### config.mk
export PLATFORM = sky130hd
export DESIGN_NAME = led_matrix_scan_ctrl
export DESIGN_NICKNAME = d
export VERILOG_FILES = /design/src/rtl/led_matrix_scan_ctrl.sv
export SDC_FILE = /design/constraint.sdc
export NUM_CORES = 1
export LEC_CHECK = 0
export CAP_MARGIN = 20
export CELL_PAD_IN_SITES_DETAIL_PLACEMENT = 0
export CELL_PAD_IN_SITES_GLOBAL_PLACEMENT = 1
export CORE_MARGIN = 2
export CORE_UTILIZATION = 38
export DETAILED_ROUTE_END_ITERATION = 7
export PLACE_DENSITY_LB_ADDON = 0.1
export SYNTH_ARGS = -nofsm -noshare
export SYNTH_HDL_FRONTEND = slang
export SYNTH_SLANG_ARGS = --single-unit
### constraint.sdc
create_clock -name clk -period 3.55 [get_ports clk]
set_input_delay 1.065 -clock clk [delete_from_list [all_inputs] [get_ports clk]]
set_output_delay 1.065 -clock clk [all_outputs]
set_load 0.03 [all_outputs]
### src/rtl/led_matrix_scan_ctrl.sv
// led_matrix_scan_ctrl
// Scan controller and two-source arbiter for an 8x8 LED matrix.
// A whole frame is copied into a shadow buffer once per refresh (LOAD), then
// shown row by row (SHOW) with blanking between rows (BLANK), all on clk.
// Optional build macro: LED_DIM_EN adds a 3-bit 'bright' input that shortens
// the lit part of each SHOW dwell.
//
// state | meaning
// ------+-------------------------------------------------------------
// LOAD  | one cycle: arbitrate, latch winner's frame, pulse frame_start
// SHOW  | ROW_TICKS cycles: row S driven from the shadow buffer
// BLANK | BLANK_TICKS cycles: display off, S advances on the last cycle
//
// Every output is a flop loaded from the decode of the current state, so the
// visible outputs trail the state register by one cycle. For example, the
// frame_start/ack pulse becomes visible in the cycle after the LOAD edge, and
// row 0 data appears one cycle after that.

module led_matrix_scan_ctrl #(
  parameter int ROW_TICKS   = 50000,
  parameter int BLANK_TICKS = 2
) (
  input  logic        clk,
  input  logic        reset_n,
  input  logic        src0_req,
  input  logic [63:0] src0_frame,
  output logic        src0_ack,
  input  logic        src1_req,
  input  logic [63:0] src1_frame,
  output logic        src1_ack,
  output logic [2:0]  S,
  output logic        En,
  output logic [7:0]  DATA_R,
  output logic [7:0]  DATA_G,
  output logic [7:0]  DATA_B,
  output logic        frame_start,
  output logic        cur_src
`ifdef LED_DIM_EN
  ,
  input  logic [2:0]  bright
`endif
);

  localparam int ROW_W   = $clog2(ROW_TICKS) + 1;
  localparam int BLANK_W = $clog2(BLANK_TICKS) + 1;
  localparam logic [ROW_W-1:0]   ROW_LAST   = ROW_W'(ROW_TICKS - 1);
  localparam logic [BLANK_W-1:0] BLANK_LAST = BLANK_W'(BLANK_TICKS - 1);

  typedef enum logic [1:0] {
    LOAD  = 2'd0,
    SHOW  = 2'd1,
    BLANK = 2'd2
  } state_t;

  state_t             state, state_d;
  logic [ROW_W-1:0]   row_cnt, row_cnt_d;
  logic [BLANK_W-1:0] blank_cnt, blank_cnt_d;
  logic [63:0]        shadow, shadow_d;
  logic               cur_src_d;
  logic [2:0]         s_d;
  logic               en_d;
  logic [7:0]         data_r_d;
  logic               frame_start_d;
  logic               ack0_d, ack1_d;
  logic [7:0]         row_bits;
  logic               lit;

`ifdef LED_DIM_EN
  logic [2:0]  bright_q, bright_d;
  logic [31:0] dim_limit;

  // Lit portion of the dwell: ((bright+1)*ROW_TICKS)/8, bright=7 -> whole dwell.
  always_comb begin
    dim_limit = ((32'(bright_q) + 32'd1) * 32'(ROW_TICKS)) >> 3;
    lit       = (32'(row_cnt) < dim_limit);
  end
`else
  // Without dimming the row is lit for the whole dwell.
  always_comb begin
    lit = 1'b1;
  end
`endif

  // Current row of the shadow frame selected by the row counter S.
  always_comb begin
    row_bits = shadow[{S, 3'b000} +: 8];
  end

  // State register and dwell counters.
  always_ff @(posedge clk or negedge reset_n) begin
    if (!reset_n) begin
      state     <= LOAD;
      row_cnt   <= '0;
      blank_cnt <= '0;
    end else begin
      state     <= state_d;
      row_cnt   <= row_cnt_d;
      blank_cnt <= blank_cnt_d;
    end
  end

  // Next-state, shadow load and next-output decode.
  always_comb begin
    state_d       = state;
    row_cnt_d     = '0;
    blank_cnt_d   = '0;
    shadow_d      = shadow;
    cur_src_d     = cur_src;
    s_d           = S;
    en_d          = 1'b0;
    data_r_d      = 8'hFF;
    frame_start_d = 1'b0;
    ack0_d        = 1'b0;
    ack1_d        = 1'b0;
`ifdef LED_DIM_EN
    bright_d      = bright_q;
`endif
    case (state)
      LOAD: begin
        frame_start_d = 1'b1;
        s_d           = 3'd0;
        state_d       = SHOW;
`ifdef LED_DIM_EN
        bright_d      = bright;
`endif
        // Overlay wins ties; with no request the old frame simply repeats.
        if (src1_req) begin
          shadow_d  = src1_frame;
          cur_src_d = 1'b1;
          ack1_d    = 1'b1;
        end else if (src0_req) begin
          shadow_d  = src0_frame;
          cur_src_d = 1'b0;
          ack0_d    = 1'b1;
        end
      end
      SHOW: begin
        en_d     = lit;
        data_r_d = lit ? ~row_bits : 8'hFF;
        if (row_cnt == ROW_LAST) begin
          state_d = BLANK;
        end else begin
          row_cnt_d = row_cnt + 1'b1;
        end
      end
      BLANK: begin
        if (blank_cnt == BLANK_LAST) begin
          if (S == 3'd7) begin
            state_d = LOAD;
          end else begin
            s_d     = S + 3'd1;
            state_d = SHOW;
          end
        end else begin
          blank_cnt_d = blank_cnt + 1'b1;
        end
      end
      default: begin
        state_d = LOAD;
      end
    endcase
  end

  // Shadow frame and its source tag; only LOAD ever changes them.
  always_ff @(posedge clk or negedge reset_n) begin
    if (!reset_n) begin
      shadow  <= '0;
      cur_src <= 1'b0;
    end else begin
      shadow  <= shadow_d;
      cur_src <= cur_src_d;
    end
  end

`ifdef LED_DIM_EN
  // Brightness is frozen for the frame at LOAD.
  always_ff @(posedge clk or negedge reset_n) begin
    if (!reset_n) begin
      bright_q <= 3'd0;
    end else begin
      bright_q <= bright_d;
    end
  end
`endif

  // Registered matrix drive, handshake and frame marker outputs.
  always_ff @(posedge clk or negedge reset_n) begin
    if (!reset_n) begin
      S           <= 3'd0;
      En          <= 1'b0;
      DATA_R      <= 8'hFF;
      frame_start <= 1'b0;
      src0_ack    <= 1'b0;
      src1_ack    <= 1'b0;
    end else begin
      S           <= s_d;
      En          <= en_d;
      DATA_R      <= data_r_d;
      frame_start <= frame_start_d;
      src0_ack    <= ack0_d;
      src1_ack    <= ack1_d;
    end
  end

  // Green and blue are unused and held dark.
  always_comb begin
    DATA_G = 8'hFF;
    DATA_B = 8'hFF;
  end

endmodule

Yosys cells after proc, flatten, opt, wreduce, memory -nomap -nowiden
Cells that the tools add are included.
{"block": "totals", "regBits": 101, "wordCells": 53, "inputBits": 132}
{"block": "op_classes", "mux": 23, "n_bitwise": 1, "n_addsub": 3, "n_reduce_logical": 6, "n_shift": 1, "n_eq_ne": 8}
{"operator": "64-bit 2-to-1 mux", "n": 2}
{"operator": "64-bit by 7-bit variable part select with 8-bit output", "n": 1}
{"operator": "17-bit 2-to-1 mux", "n": 2}
{"operator": "17-bit by 1-bit adder with 17-bit output (second input constant)", "n": 1}
{"operator": "17-bit by 16-bit == test with 1-bit output (second input constant)", "n": 1}
{"operator": "1-bit 2-to-1 mux", "n": 10}
{"operator": "2-bit 2-to-1 mux", "n": 4}
{"operator": "8-bit 2-to-1 mux", "n": 1}
{"operator": "8-bit inverter", "n": 1}
{"operator": "3-bit 2-to-1 mux", "n": 2}
{"operator": "2-bit != test (second input constant)", "n": 3}
{"operator": "2-bit case mux with 3 select lines", "n": 1}
{"operator": "3-bit case mux with 2 select lines", "n": 1}
{"operator": "2-bit by 1-bit == test with 1-bit output (second input constant)", "n": 2}
{"operator": "2-bit AND reduction", "n": 2}
{"operator": "2-bit nonzero test", "n": 2}
{"operator": "3-bit by 1-bit adder with 3-bit output (second input constant)", "n": 1}
{"operator": "3-bit == test (second input constant)", "n": 1}
{"operator": "3-bit AND reduction", "n": 1}
{"operator": "2-bit by 1-bit adder with 2-bit output (second input constant)", "n": 1}
{"operator": "2-bit == test (second input constant)", "n": 1}
{"operator": "2-bit logical NOT", "n": 1}

Longest topological paths before layout
Gate-level depths: netlist of the first run.
{"block": "depth", "ltp_word": 4, "depth_mapped": 7, "depth_no_buf": 6}

Least setup slack after synthesis of the first run
No wires, ideal clock.
{"block": "synth_path", "kind": "input -> register", "startpoint": "input src1_req", "endpoint": "register shadow[14]", "setup_slack_ns": 1.473, "setup_ns": 0.126, "arrival_time_ns": 1.951, "cell_stages": 5, "path_cell_list": "clkbuf_1 > buf_2 > buf_2 > mux2i_1 > a21oi_1"}
{"block": "synth_between", "elab_chain_cells": 2, "elab_cells_between_ends": 3}
{"item": "start: declaration", "line": "28", "source": "input logic src1_req,"}
{"item": "2-bit nonzero test (no line)"}
{"item": "2-bit AND reduction (no line)"}
{"item": "end signal: assignment", "line": "170", "source": "shadow <= shadow_d;"}
{"item": "end: declaration", "line": "58", "source": "logic [63:0] shadow, shadow_d;"}
Parallel ways exist; a longest one is shown, timed or not.
A chain may end at the register's enable or synchronous reset.

Worst setup path in the final report of the first run
{"block": "layout_path", "startpoint": "register S[2]", "endpoint": "output S[2]"}
{"item": "start: declaration", "line": "31", "source": "output logic [2:0] S,"}
{"item": "start signal: assignment", "line": "189", "source": "S <= 3'd0;"}
{"item": "start signal: assignment", "line": "196", "source": "S <= s_d;"}
No word-level cell between the ends.

==> results of run 1 <==
==> cell type report <==
type                            instances  area, um^2  area share [%]
Sequential cell                       101        2540            36.1
Multi-Input combinational cell        332        2360            33.5
Timing Repair Buffer                  156        1580            22.4
Clock buffer                            9         225            3.20
Tap cell                              176         220            3.13
Clock inverter                          6        88.8            1.26
Inverter                                7        26.3           0.373
==> logic make-up after synthesis <==
| family | synth area share [%] |
|---|---|
| AND/OR/NAND/NOR | 11.3 |
| flip-flops | 49.2 |
| multiplexers | 21.8 |
| AO/OA/AOI/OAI | 8.10 |
| buffers and inverters | 6.26 |
| XOR/XNOR | 2.55 |
| adder cells (fa/ha/maj) | 0.728 |
| other | 0.0727 |
==> Yosys cell counts (2+ instances only) <==
| library cell | number | share of area (%) |
|---|---|---|
| mux2_2 | 8 | 1.7 |
| a21o_1 | 2 | 0.29 |
| a22o_1 | 5 | 0.85 |
| mux2i_1 | 64 | 12 |
| and2_1 | 2 | 0.24 |
| nand3_1 | 6 | 0.58 |
| nand2b_1 | 2 | 0.24 |
| ha_1 | 3 | 0.73 |
| a21oi_1 | 66 | 6.4 |
| buf_6 | 3 | 0.66 |
| nor4_1 | 5 | 0.61 |
| mux4_1 | 9 | 4.6 |
| buf_4 | 16 | 2.3 |
| nor3_1 | 7 | 0.68 |
| nand2_1 | 14 | 1.0 |
| nor2_1 | 88 | 6.4 |
| dfrtp_1 | 93 | 45 |
| mux4_2 | 7 | 3.1 |
| nand4_1 | 6 | 0.73 |
| xor2_1 | 2 | 0.34 |
| inv_1 | 6 | 0.44 |
| buf_2 | 23 | 2.2 |
| xnor2_1 | 13 | 2.2 |
| dfstp_2 | 8 | 4.1 |
==> report_power, final <==
group	total [mW]	internal [mW]	switching [mW]
clock network	1.03	0.613	0.412
registers	1.27	1.23	0.0374
logic	0.418	0.242	0.175
total	2.71	2.09	0.625
==> sequential cells by signal, indices dropped and copies added (netlist names) <==
register,flops
DATA_R,8
En,1
S,3
blank_cnt,2
cur_src,1
frame_start,1
row_cnt,17
shadow,64
src0_ack,1
src1_ack,1
state,2
==> per-layer routing <==
| layer | global-route usage [%] | share of wire [%] |
|---|---|---|
| met2 | 28.0 | 50 |
| met5 | 0 | 0 |
| met3 | 4.06 | 4.8 |
| met4 | 4.51 | 1.2 |
| met1 | 21.4 | 44 |
==> worst max-delay path by stage <==
stage | start | endpoint | slack (ns) | cells after the start
finish | S[2] | S[2] | 0.73 | 1
global route | S[2] | S[2] | 0.65 | 1
CTS | S[2] | S[2] | 0.72 | 1
detailed placement | src0_req | shadow[30] | 1.01 | 5
global placement | src0_req | shadow[23] | 1.08 | 5
floorplan | src1_req | shadow[14] | 1.47 | 5
==> results.py, run 1 <==
metrics = {
    "worst_hold_path": {
        "hp-start": "blank_cnt[0]",
        "hold_path_class": "flip-flop to flip-flop",
        "min_to": "blank_cnt[0]",
        "whs_path_depth": 1,
    },
    "global_routing": {
        "antenna_found_initial": 0,
        "grt_remaining_overflow": 0,
        "grt_max_degree": 82,
        "grt_usage_pct": 16.6,
        "grt_pass1_wl_mm": 18.9,
        "grt_pass1_vias": 3914,
    },
    "route": {
        "drc": 0,
        "ant_nets": 0,
        "wl_per_cell_um": 14.6,
        "firstDrtPassIters": 4,
        "viasPerCell": 4.84,
        "drt_wl_total_mm": 11.5,
        "num_vias": 3808,
        "drtIter0Drc": 154,
    },
    "synth": {
        "netlist_instances": 470,
        "avgSynthCellArea_um2": 11.0,
        "postSynth.asyncResetShare_pct": 100,
        "synth_edf_count": 0,
        "ys_types": 36,
        "synthFlopType": "dfrtp_1",
        "synth.ff_latch_count": 101,
        "seq_area_frac_synth_pct": 49.2,
        "synth_area_um2": 5160,
        "yosysWarningCount": 0,
    },
    "power_and_ir_drop": {
        "cellPowerDensity_nw_per_um2": 386,
        "ir_drop_uv": 227,
        "finalPower_mw": 2.71,
        "p_leak_nw": 3.03,
    },
    "clock_tree": {
        "post_cts_resized": 0,
        "cts.path.max_buffers": 2,
        "clock_latency_ns": 0.34,
        "h-tree-depth": 3,
        "clock_sinks": 101,
        "cts_tree": "done",
        "clock-root-buffer": "clkbuf_16",
        "post_cts_buffers": 0,
        "cts_buffers": 9,
        "cts.clk_slew.worst_paths_ns": 0.07,
        "ctsHoldBuffers": 0,
    },
    "placement": {
        "port_buffers": 147,
        "place_area_um2": 6700,
        "pre_cts_ws_ns": 1.01,
        "hpwl_mm": 8.56,
        "gp_congestion": 0.838,
        "dpl.cell_count": 771,
    },
    "layout": {
        "layout_common_cells": "145 x clkdlybuf4s50_1, 93 x dfrtp_1, 88 x nor2_1, 66 x a21oi_1, 64 x mux2i_1",
        "drive_above_1_share_pct": 8.67,
        "layout_commonest_cell": "clkdlybuf4s50_1",
        "nNetsFinal": 742,
        "final_area_um2": 7040,
        "n_fill_cell": 1254,
        "fin_cells": 787,
        "fin_util_pct": 53.1,
        "antenna_cells": 0,
        "area_delta_synth_final_pct": 36.5,
    },
    "timing": {
        "period_needed_ns": 2.82,
        "layout_setup_ws_ns": 0.729,
        "rsz0062_at_grt": "no",
        "period_share_pct": 79.5,
        "setup_violations": 0,
        "hold_violations": 0,
        "drv_slew": 0,
        "whs_ns": 0.480,
        "skew_ns": 0.00953,
        "clock.fmax_mhz": 354,
        "setup_tns_ns": 0,
    },
    "setup_path": {
        "reg2reg_from": "S[0]",
        "critical-path-top-delay-family": "buffers and inverters",
        "worstSetupStartpointType": "flip-flop",
        "reg2reg_to": "S[1]",
        "worstPathArrival_ns": 1.76,
        "cp.required_ns": 2.48,
        "setup.worst_path.class": "flip-flop to output pin",
        "path_cells": "clkdlybuf4s50_1",
        "crit_slowest_cell": "clkdlybuf4s50_1",
        "cp_num_buf_inv": 1,
        "r2r_cells": 6,
        "crit_fanout": 12,
        "r2r_slack_ns": 1.46,
        "crit_path_end_kind": "output pin",
        "cpPeakStageDelay_ns": 0.77,
    },
    "floorplan": {
        "ios": 164,
        "num_rows": 42,
        "design.die.area_um2": 14500,
        "core_um2": 13200,
        "die_w_um": 120,
        "die_h_um": 120,
        "initial_core_util_pct": 38.9,
    },
    "status": {
        "status": "finished, final reports clean",
    },
    "run": {
        "drv_cap": 0,
    },
}
No activity file was read; power rests on OpenSTA's default activity.
==> run 2, diff against run 1 <==
--- a/config.mk
+++ b/config.mk
@@ -9,7 +9,7 @@
 export CELL_PAD_IN_SITES_DETAIL_PLACEMENT = 0
 export CELL_PAD_IN_SITES_GLOBAL_PLACEMENT = 1
 export CORE_MARGIN = 2
-export CORE_UTILIZATION = 38
+export CORE_UTILIZATION = 32
 export DETAILED_ROUTE_END_ITERATION = 7
 export PLACE_DENSITY_LB_ADDON = 0.1
 export SYNTH_ARGS = -nofsm -noshare
==> constraint.sdc (replaced) <==
create_clock -name clk -period 2.3 [get_ports clk]
set_input_delay 0.69 -clock clk [delete_from_list [all_inputs] [get_ports clk]]
set_output_delay 0.69 -clock clk [all_outputs]
set_load 0.03 [all_outputs]
==> run 2 against run 1 <==
  * Via count up 2.3%
  * Final cell count up 6.1%
  * Largest power group unchanged
  * Clock power increased by 39%
  * Combinational power up 57%
  * Sequential share of layout area down 0.48 points
  * Register-to-register slack lost 1.0 ns
  * Sequential cell count stayed put
==> results.py, run 2 (synthesized netlist as in run 1, its figures left out) <==
metrics = {
    "layout": {
        "area_delta_synth_final_pct": 38.3,
        "drive_above_1_share_pct": 9.85,
        "largest_reg_flops": 64,
        "layout_commonest_cell": "clkdlybuf4s50_1",
        "layout_common_cells": "142 x clkdlybuf4s50_1, 93 x dfrtp_1, 88 x nor2_1, 66 x a21oi_1, 64 x mux2i_1",
        "largest_registers": "shadow x64, row_cnt x17, DATA_R x8",
        "nNetsFinal": 749,
        "antenna_cells": 0,
        "top_register": "shadow",
    },
    "power_and_ir_drop": {
        "ir_drop_uv": 325,
        "comb_power_share_pct": 16.2,
        "p_int_mw": 3.08,
        "clock_power_share_pct": 35.3,
        "sequentialPowerShare_pct": 48.5,
        "finalPower_mw": 4.05,
        "cellPowerDensity_nw_per_um2": 568,
        "p_leak_nw": 3.08,
        "p_sw_uw": 974,
        "swShare_pct": 24.0,
    },
    "setup_path": {
        "crit_fanout": 1,
        "cpPeakStageDelay_ns": 0.68,
        "cp_num_buf_inv": 1,
        "worstSetupStartpointType": "flip-flop",
        "crit_path_end_kind": "output pin",
        "r2r_slack_ns": 0.42,
        "cp.required_ns": 1.61,
        "critical-path-top-delay-family": "buffers and inverters",
        "path_cells": "clkdlybuf4s50_1",
        "crit_slowest_cell": "clkdlybuf4s50_1",
        "worstPathArrival_ns": 1.57,
        "setup.worst_path.class": "flip-flop to output pin",
    },
    "floorplan": {
        "initial_core_util_pct": 32.6,
        "die_w_um": 131,
        "design.die.area_um2": 17100,
        "num_rows": 46,
        "die_h_um": 131,
        "core_um2": 15800,
        "ios": 164,
    },
    "placement": {
        "port_buffers": 147,
        "gp_congestion": 0.750,
        "hpwl_mm": 9.59,
    },
    "global_routing": {
        "grt_remaining_overflow": 0,
        "grt_pass1_wl_mm": 20.5,
        "antenna_found_initial": 0,
        "grt_max_degree": 39,
        "grt_usage_pct": 15.8,
        "grt_pass1_vias": 3937,
    },
    "clock_tree": {
        "clock_sinks": 101,
        "cts_buffers": 9,
        "h-tree-depth": 3,
        "ctsHoldBuffers": 0,
        "clock_latency_ns": 0.34,
        "clock-root-buffer": "clkbuf_16",
        "cts.clk_slew.worst_paths_ns": 0.06,
        "cts.path.max_buffers": 2,
        "cts_tree": "done",
    },
    "timing": {
        "setup_violations": 0,
        "period_share_pct": 98.2,
        "skew_ns": 0.00786,
        "clock.fmax_mhz": 443,
        "period_needed_ns": 2.26,
        "drv_slew": 0,
        "setup_tns_ns": 0,
        "whs_ns": 0.270,
        "hold_violations": 0,
        "rsz0062_at_grt": "no",
    },
    "route": {
        "num_vias": 3894,
        "drt_wl_total_mm": 12.8,
        "ant_nets": 0,
        "wl_per_cell_um": 15.3,
        "viasPerCell": 4.66,
        "drtIter0Drc": 204,
        "drc": 0,
        "firstDrtPassIters": 4,
    },
    "run": {
        "drv_cap": 0,
    },
    "status": {
        "status": "finished, final reports clean",
    },
    "worst_hold_path": {
        "hold_path_class": "primary input to async pin",
    },
}
-- run 2: changes by cell type in the layout (fill, tap and decap cells not counted), moves of 2 or more --
| cell | previous run | this run |
|---|---|---|
| clkdlybuf4s50_1 | 145 | 142 |
| buf_4 | 8 | 14 |
| clkbuf_1 | 0 | 2 |
| clkinvlp_4 | 2 | 0 |
| buf_12 | 2 | 6 |
| bufinv_16 | 2 | 0 |
| clkbuf_8 | 0 | 2 |
-- run 2: cell type report --
cell class / count / area (um^2)
sequential: 101 / 2540
multi-input combinational: 332 / 2360
tap: 216 / 270
clock inverter: 3 / 18.8
inverter: 7 / 26.3
timing repair buffer: 163 / 1660
clock buffer: 13 / 260
fill: 1505 / 8700
-- run 2: through the flow --
stage	setup slack [ns]	std cells	utilization (%)	area, um^2
2_1_floorplan	0.378	485	-	5210
3_5_place_dp	0.287	819	43.3	6850
4_1_cts	0.0229	835	45.0	7130
3_3_place_gp	0.346	819	43.3	6850
6_report	0.0413	835	45.1	7130
5_1_grt	0.00198	835	45.1	7130
-- run 2: timing repair --
action / in CTS / in global routing
endpoints found under the hold margin: 0 / 0
setup endpoints to repair: 0 / 1
setup buffers: 0 / 0
resized for setup: 0 / 1
-- run 2: worst paths after layout --
path | startpoint | to | cells past startpoint
setup / recovery | DATA_R[1] | DATA_R[1] | 1
hold / removal | reset_n | shadow[63] | 1
setup reg to reg | S[0] | S[2] | 5
hold reg to reg | blank_cnt[0] | blank_cnt[0] | 1
max in group asynchronous | reset_n | DATA_R[5] | 2
min in group clk | blank_cnt[0] | blank_cnt[0] | 1
-- run 2: metal layers --
layer  up-vias  GRT usage [%]  part of all wire, %
met2       111           25.2                   47
li1       1909              -                    -
met1      1865           21.8                   48
met4         0           3.19                 0.80
met5         -              0                    0
met3         9           4.40                  4.9
-- run 2: power by group through the flow --
stage | logic [mW] | registers [mW] | clock network, mW
final | 0.657 | 1.97 | 1.43
after global placement | 0.661 | 2.00 | 0
after CTS | 0.674 | 1.97 | 1.50
after detailed placement | 0.672 | 2.00 | 0
after global routing | 0.726 | 1.98 | 1.57
after floorplan | 0.294 | 2.01 | 0
==> run 3, diff against run 2 <==
--- a/config.mk
+++ b/config.mk
@@ -11,7 +11,9 @@
 export CORE_MARGIN = 2
 export CORE_UTILIZATION = 32
 export DETAILED_ROUTE_END_ITERATION = 7
+export GPL_TIMING_DRIVEN = 1
 export PLACE_DENSITY_LB_ADDON = 0.1
+export RECOVER_POWER = 100
 export SYNTH_ARGS = -nofsm -noshare
 export SYNTH_HDL_FRONTEND = slang
 export SYNTH_SLANG_ARGS = --single-unit
==> constraint.sdc (replaced) <==
create_clock -name clk -period 1.8 [get_ports clk]
set_input_delay 0.54 -clock clk [delete_from_list [all_inputs] [get_ports clk]]
set_output_delay 0.54 -clock clk [all_outputs]
set_load 0.03 [all_outputs]
==> run 3 against run 2 <==
  * Combinational power grew 27%
  * Largest power group unchanged
  * Sequential cell count unchanged
  * Final area is 0.26% higher
  * Via count about the same
  * Routed wire length decreased by 1.5%
  * Clock skew shrank 0.0019 ns
  * First-iteration DRC count up 24%
  * Register-to-register slack got worse by 0.38 ns
  * Worst hold slack got worse by 0.042 ns
  * Critical endpoint is now S[1]
==> results.py, run 3 (synthesized netlist as in run 1, its figures left out) <==
metrics = {
    "clock_tree": {
        "cts_tree": "done",
        "post_cts_buffers": 0,
        "cts.clk_slew.worst_paths_ns": 0.07,
        "clock-root-buffer": "clkbuf_16",
        "h-tree-depth": 3,
        "cts.path.max_buffers": 2,
        "clock_sinks": 101,
        "cts_buffers": 9,
        "clock_latency_ns": 0.34,
    },
    "timing": {
        "maxSlewHeadroom_pct": 48.5,
        "skew_ns": 0.00594,
        "setup_violations": 0,
        "whs_ns": 0.228,
        "clock.fmax_mhz": 570,
        "period_needed_ns": 1.76,
        "drv_slew": 0,
        "worst_slew_pin_slew_ns": 0.773,
        "rsz0062_at_grt": "no",
        "period_share_pct": 97.5,
        "hold_violations": 0,
    },
    "layout": {
        "layout_common_cells": "129 x clkdlybuf4s50_1, 91 x dfrtp_1, 88 x nor2_1, 66 x a21oi_1, 64 x mux2i_1",
        "seq_area_um2": 2540,
        "antenna_cells": 0,
        "drive_above_1_share_pct": 11.3,
        "top_register": "shadow",
        "largest_reg_flops": 64,
        "n_fill_cell": 1510,
        "largest_registers": "shadow x64, row_cnt x17, DATA_R x8",
        "layout_commonest_cell": "clkdlybuf4s50_1",
        "nNetsFinal": 758,
        "multi_input_area_um2": 2370,
        "final_area_um2": 7150,
        "area_delta_synth_final_pct": 38.7,
        "fin_cells": 844,
    },
    "power_and_ir_drop": {
        "cellPowerDensity_nw_per_um2": 721,
        "ir_drop_uv": 475,
        "p_leak_nw": 3.11,
    },
    "global_routing": {
        "antenna_found_initial": 0,
        "grt_remaining_overflow": 0,
        "grt_max_degree": 34,
        "grt_pass1_wl_mm": 20.5,
        "grt_pass1_vias": 3888,
        "grt_usage_pct": 15.7,
    },
    "floorplan": {
        "core_um2": 15800,
        "ios": 164,
        "die_w_um": 131,
        "initial_core_util_pct": 32.6,
        "design.die.area_um2": 17100,
        "die_h_um": 131,
        "num_rows": 46,
    },
    "setup_path": {
        "cp.required_ns": 2.03,
        "worstSetupStartpointType": "flip-flop",
        "worstPathArrival_ns": 1.98,
        "setup.worst_path.class": "flip-flop to flip-flop",
        "crit_fanout": 5,
        "crit_path_end_kind": "flip-flop",
    },
    "route": {
        "drtIter0Drc": 252,
        "ant_nets": 0,
        "firstDrtPassIters": 4,
        "viasPerCell": 4.61,
        "num_vias": 3891,
        "wl_per_cell_um": 14.9,
        "drc": 0,
        "drt_wl_total_mm": 12.6,
    },
    "worst_hold_path": {
        "hold_path_class": "primary input to async pin",
    },
    "placement": {
        "dpl.cell_count": 828,
        "gp_congestion": 0.789,
        "port_buffers": 147,
        "place_area_um2": 6960,
        "hpwl_mm": 9.61,
    },
    "run": {
        "drv_cap": 0,
    },
    "status": {
        "status": "finished, final reports clean",
    },
}
[run 3: cell types whose count changed in the layout (fill, tap and decap cells not counted), moves of 3 or more]
cell and change:
buf_2 +3, buf_6 +3, clkbuf_1 +6, clkbuf_2 +4, clkdlybuf4s50_1 -13, dfstp_1 +3, dfstp_2 -3, dlygate4sd2_1 +5
[run 3: stage by stage]
stage / utilization, % / worst slack (ns) / power (mW) / setup TNS [ns]
after floorplan: - / 0.0275 / 2.94 / 0
after global placement: 44.0 / 0.0376 / 3.42 / 0
after detailed placement: 44.0 / -0.00239 / 3.43 / -0.00239
after CTS: 45.7 / 0.00735 / 5.25 / 0
after global routing: 45.2 / 0.00280 / 5.42 / 0
final: 45.2 / 0.0444 / 5.15 / 0
[run 3: worst max-delay path: stages (launching register included)]
cell and delay, ns:
dfrtp_2 0.42, ha_1 0.20, ha_1 0.18, or3b_4 0.42
a22o_1 0.25, a22o_1 0.17
[run 3: cell type report]
type	count	area share, %
inverters	7	0.367
clock inverters	4	0.350
well taps	216	3.78
multi-input cells	332	33.2
repair buffers	172	23.4
flip-flops and latches	101	35.5
clock buffers	12	3.45
[run 3: report_power, final]
part	switching [mW]	internal [mW]	total (mW)
sequential	0.0812	2.43	2.51
combinational	0.354	0.482	0.836
clock	0.831	0.972	1.80
[run 3: path summary, 6_finish.rpt]
| kind | depth (start not counted) | endpoint | slack, ns | startpoint |
|---|---|---|---|---|
| max | 5 | S[1] | 0.04 | S[0] |
| min | 1 | shadow[55] | 0.23 | reset_n |
| max reg2reg | 5 | S[1] | 0.04 | S[0] |
| min reg2reg | 1 | blank_cnt[0] | 0.47 | blank_cnt[0] |
| max in group asynchronous | 2 | shadow[37] | 0.34 | reset_n |
| min in group clk | 1 | blank_cnt[0] | 0.47 | blank_cnt[0] |
[run 3: repair_timing]
| action | CTS | global route |
|---|---|---|
| gates resized for setup | 14 | 8 |
| endpoints found under the setup margin | 10 | 7 |
| hold buffers | 0 | 0 |
[run 3: routing by layer]
metal  vias to the layer above  share of wire [%]  GRT usage, %
li1                       1928                  -             -
met1                      1845                 47          22.5
met2                       106                 47          24.5
met3                        12                4.5          2.48
met4                         0                1.3          5.26
met5                         -                  0             0
